[src/rtl/control_unit.sv]
// Registered main + ALU-control decoder for the single-cycle MIPS-subset CPU.
// Define CU_EXT_ISA_EN to also decode ANDI, ORI, SLTI and R-type NOR.
module control_unit (
    input  logic       clk,
    input  logic       rst,
    input  logic [5:0] op_code,
    input  logic [5:0] func_code,
    output logic [3:0] ALU_OP,
    output logic       Branch,
    output logic       CNTRL_RS,
    output logic       MEM_WS,
    output logic       MEM_RS,
    output logic       MEM_TR,
    output logic       PC_WE,
    output logic       ILLEGAL
);

    typedef enum logic [3:0] {
        ALU_AND = 4'b0000,
        ALU_OR  = 4'b0001,
        ALU_ADD = 4'b0010,
        ALU_SUB = 4'b0110,
        ALU_SLT = 4'b0111,
        ALU_NOR = 4'b1100
    } alu_op_e;

    typedef struct packed {
        alu_op_e alu_op;
        logic    branch;
        logic    reg_write;
        logic    mem_write;
        logic    mem_read;
        logic    mem_to_reg;
        logic    pc_we;
        logic    illegal;
    } ctrl_t;

    localparam logic [5:0] OP_RTYPE = 6'b000000;
    localparam logic [5:0] OP_ADDI  = 6'b001000;
    localparam logic [5:0] OP_LW    = 6'b100011;
    localparam logic [5:0] OP_SW    = 6'b101011;
    localparam logic [5:0] OP_BEQ   = 6'b000100;
    localparam logic [5:0] OP_ANDI  = 6'b001100;
    localparam logic [5:0] OP_ORI   = 6'b001101;
    localparam logic [5:0] OP_SLTI  = 6'b001010;

    localparam logic [5:0] FN_ADD = 6'b100000;
    localparam logic [5:0] FN_SUB = 6'b100010;
    localparam logic [5:0] FN_AND = 6'b100100;
    localparam logic [5:0] FN_OR  = 6'b100101;
    localparam logic [5:0] FN_SLT = 6'b101010;
    localparam logic [5:0] FN_NOR = 6'b100111;

    ctrl_t dec;
    ctrl_t ctrl_q;

    // Illegal is the fall-through: any unlisted pattern, including X/Z, lands in default.
    always_comb begin
        // NOTE: every field gets a value before the case so no path can infer a latch.
        dec         = '0;
        dec.alu_op  = ALU_ADD;
        dec.pc_we   = 1'b1;
        dec.illegal = 1'b1;
        case (op_code)
            OP_RTYPE: begin
                case (func_code)
                    FN_ADD:  begin dec.alu_op = ALU_ADD; dec.illegal = 1'b0; end
                    FN_SUB:  begin dec.alu_op = ALU_SUB; dec.illegal = 1'b0; end
                    FN_AND:  begin dec.alu_op = ALU_AND; dec.illegal = 1'b0; end
                    FN_OR:   begin dec.alu_op = ALU_OR;  dec.illegal = 1'b0; end
                    FN_SLT:  begin dec.alu_op = ALU_SLT; dec.illegal = 1'b0; end
`ifdef CU_EXT_ISA_EN
                    FN_NOR:  begin dec.alu_op = ALU_NOR; dec.illegal = 1'b0; end
`endif
                    default: dec.illegal = 1'b1;
                endcase
                dec.reg_write = ~dec.illegal;
            end
            OP_ADDI: begin dec.illegal = 1'b0; dec.reg_write = 1'b1; end
            OP_LW: begin
                dec.illegal    = 1'b0;
                dec.reg_write  = 1'b1;
                dec.mem_read   = 1'b1;
                dec.mem_to_reg = 1'b1;
            end
            OP_SW:  begin dec.illegal = 1'b0; dec.mem_write = 1'b1; end
            OP_BEQ: begin dec.illegal = 1'b0; dec.alu_op = ALU_SUB; dec.branch = 1'b1; end
`ifdef CU_EXT_ISA_EN
            OP_ANDI: begin dec.illegal = 1'b0; dec.alu_op = ALU_AND; dec.reg_write = 1'b1; end
            OP_ORI:  begin dec.illegal = 1'b0; dec.alu_op = ALU_OR;  dec.reg_write = 1'b1; end
            OP_SLTI: begin dec.illegal = 1'b0; dec.alu_op = ALU_SLT; dec.reg_write = 1'b1; end
`endif
            default: dec.illegal = 1'b1;
        endcase
    end

    always_ff @(posedge clk) begin
        // NOTE: non-blocking so every strobe updates together on the edge.
        if (rst) ctrl_q <= '0;
        else     ctrl_q <= dec;
    end

    assign ALU_OP   = ctrl_q.alu_op;
    assign Branch   = ctrl_q.branch;
    assign CNTRL_RS = ctrl_q.reg_write;
    assign MEM_WS   = ctrl_q.mem_write;
    assign MEM_RS   = ctrl_q.mem_read;
    assign MEM_TR   = ctrl_q.mem_to_reg;
    assign PC_WE    = ctrl_q.pc_we;
    assign ILLEGAL  = ctrl_q.illegal;

endmodule

[config.mk]
export PLATFORM = sky130hd
export DESIGN_NAME = control_unit
export DESIGN_NICKNAME = d
export VERILOG_FILES = /design/src/rtl/control_unit.sv
export SDC_FILE = /design/constraint.sdc
export NUM_CORES = 1
export LEC_CHECK = 0
export ABC_AREA = 0
export BUFFER_PORTS_ARGS = -buffer_cell sky130_fd_sc_hd__buf_2
export CAP_MARGIN = 20
export CORE_AREA = 2 2 39 41
export DETAILED_ROUTE_END_ITERATION = 8
export DIE_AREA = 0 0 41 43
export PLACE_DENSITY = 0.69
export SETUP_SLACK_MARGIN = 0.5
export SYNTH_ARGS = -nofsm -noshare
export SYNTH_HDL_FRONTEND = slang
export SYNTH_SLANG_ARGS = --single-unit
export TNS_END_PERCENT = 100
[constraint.sdc]
create_clock -name clk -period 1.2 [get_ports clk]
set_clock_uncertainty 0.05 [all_clocks]
set_input_delay 0.06 -clock clk [delete_from_list [all_inputs] [get_ports clk]]
set_output_delay 0.06 -clock clk [all_outputs]
set_load 0.01 [all_outputs]
==> impl_metrics.toml <==
[layout]
fillers = 134
antenna_cells = 0
fin_cells = 84
nets = 83
syn2layout_area_growth_pct = 55.6
layout-drive-gt1-share_pct = 63.2

[synthesis]
ys.flop_type = "dfxtp_1"
synth_edf_count = 0
synthArstFlopShare_pct = 0
synth_top_area_share_pct = 43.8
seq_area_frac_synth_pct = 43.8
netlist_top_cells_area = "dfxtp_1, nor3b_1, nor4_4, nand2_1, o32ai_2"
netlist_top_cells_count = "dfxtp_1, nand2_1, nor2_1, nor3b_1"
syn_area_um2 = 412
synth.avg_cell_area_um2 = 9.80
synthDistinctLibCells = 22
synth_cells = 42
synth_fp_nets = 56
yosysWarnings = 0
synth_seq_cells = 9
synth_most_common_cell = "dfxtp_1"
synth_top_area_cell = "dfxtp_1"

[global_routing]
globalRouteTotalUtil_pct = 10.2
use_met3_pct = 1.57
grt_pass1_vias = 333
overflow = 0
busiest_layer = "met2"
met1_usage_pct = 10.3
grt_pass1_wl_um = 1250
grt_max_degree = 9
antenna_found_initial = 0
met2_usage_pct = 17.8

[setup_path]
cp_max_fo = 2
required_ns = 1.09
worstSetupPathType = "flop to output port"
cp_top_family = "flip-flops"
crit_buf_inv = 1
start_kind = "flop"
critPathArrivalTime_ns = 0.69
crit_path_end_kind = "output port"
critPathMaxStageDelay_ns = 0.33
cpMaxStageDelayCell = "dfxtp_2"
path_depth = 1
path_cells = "buf_6"

[die]
ios = 25
start_util_pct = 29.7
die-area_um2 = 1760
die_w_um = 41
core-area_um2 = 1380
row_count = 14
die_y_um = 43

[place]
place.gp.congestion = 0.729
place.port_buffers = 23
dp.cells = 78
hpwl_um = 671
post-place-ws_ns = 0.196

[clock_network]
cts_tree = "built"
root_buffer = "clkbuf_4"
cts_hold_buf = 0
cts_sinks = 9
htreeDepth = 1
cts_buffers = 3
clkTransAtPathRegs_ns = 0.06
cts_buffer_depth = 2

[hold_path]
hold_depth = 2
hold_path.class = "input pin to flop"

[sta]
setup-violations-final = 0
hold_ws_ns = 0.00770
slew_viol_final = 0
fin_ws_ns = 0.397
grt_setup_unrepaired = "yes"
fin_crit_ns = 0.803
tns_ns = 0
period_share_pct = 66.9
clock.fmax_mhz = 1240
hold_viol = 0

[routing]
routedWlPerCell_um = 11.8
drt_wl_total_um = 989
drc_errors = 0
drt_iter0_drc = 9
antenna_left = 0
avgViaCountPerCell = 4.76
vias = 400
dr.pass1.iters = 4

[outcome]
run_status = "completed"

[pwr]
power_density_nw_per_um2 = 1000
p_leak_nw = 0.287
irDropWorstVdd_mv = 0.279

[job]
drv_cap = 0
## final timing paths
check                 slack (ns)  endpoint    from
worst max-delay path        0.40    MEM_RS  MEM_RS
worst min-delay path       0.008     PC_WE     rst
## routing by layer
metal	vias to the layer above	wire length [µm]
met2	17	539
met3	0	62
met4	0	0
met5	-	0
li1	201	-
met1	182	387
## timing repair
item | CTS | global route
endpoints found under the setup margin | 11 | 12
setup buffers | 0 | 2
pin swaps | 3 | 4
resized for setup | 5 | 10
cloned | 0 | 0
## state kept, by name, summed over array words and instances, names as in the netlist
register,flops
ALU_OP,3
MEM_WS,1
Branch,1
MEM_RS,1
PC_WE,1
CNTRL_RS,1
ILLEGAL,1
## power by group
group	internal (mW)	switching, mW	total [mW]
logic	0.0536	0.0564	0.110
clock network	0.127	0.0949	0.222
registers	0.306	0.00214	0.308
total	0.487	0.153	0.641
## cell usage in the layout, fill, tap and decap left out, drive strengths merged
cell type and count:
a22oi 1, o32ai 1, nor2 3, nor2b 1
inv 1, nand2 5, o211a 1, clkbuf 4
nand2b 2, nor3 2, nor4 2, and4bb 1
conb 1, buf 25, a21oi 1, a31oi 2
nor3b 3, dfxtp 9, a311oi 1, mux2i 1
and3 1
## area by class of cell
type	instances	area (µm²)	area share, %
clock buffer	4	26.3	4.10
inverter	1	3.75	0.586
multi-input combinational	29	244	38.1
tap	16	20.0	3.13
timing repair buffer	25	164	25.6
sequential	9	183	28.5
## metrics by stage
step	area [µm²]	total power, mW	util, %
after detailed placement	531	0.400	38.3
after CTS	583	0.624	42.1
after global routing	641	0.673	46.3
after floorplan	415	0.356	-
final	641	0.641	46.3
after global placement	531	0.398	38.3
## cell families (layout without fill, tap and decap cells)
group,after synthesis,count (layout),share of synthesized area (%)
buffers and inverters,4,30,5.47
DFF,9,9,43.8
AOI/OAI and AO/OA,7,7,14.6
and+or+nand+nor,20,20,32.8
other,1,1,0.911
muxes,1,1,2.43
Note: power is estimated with default switching activity, not from simulation.
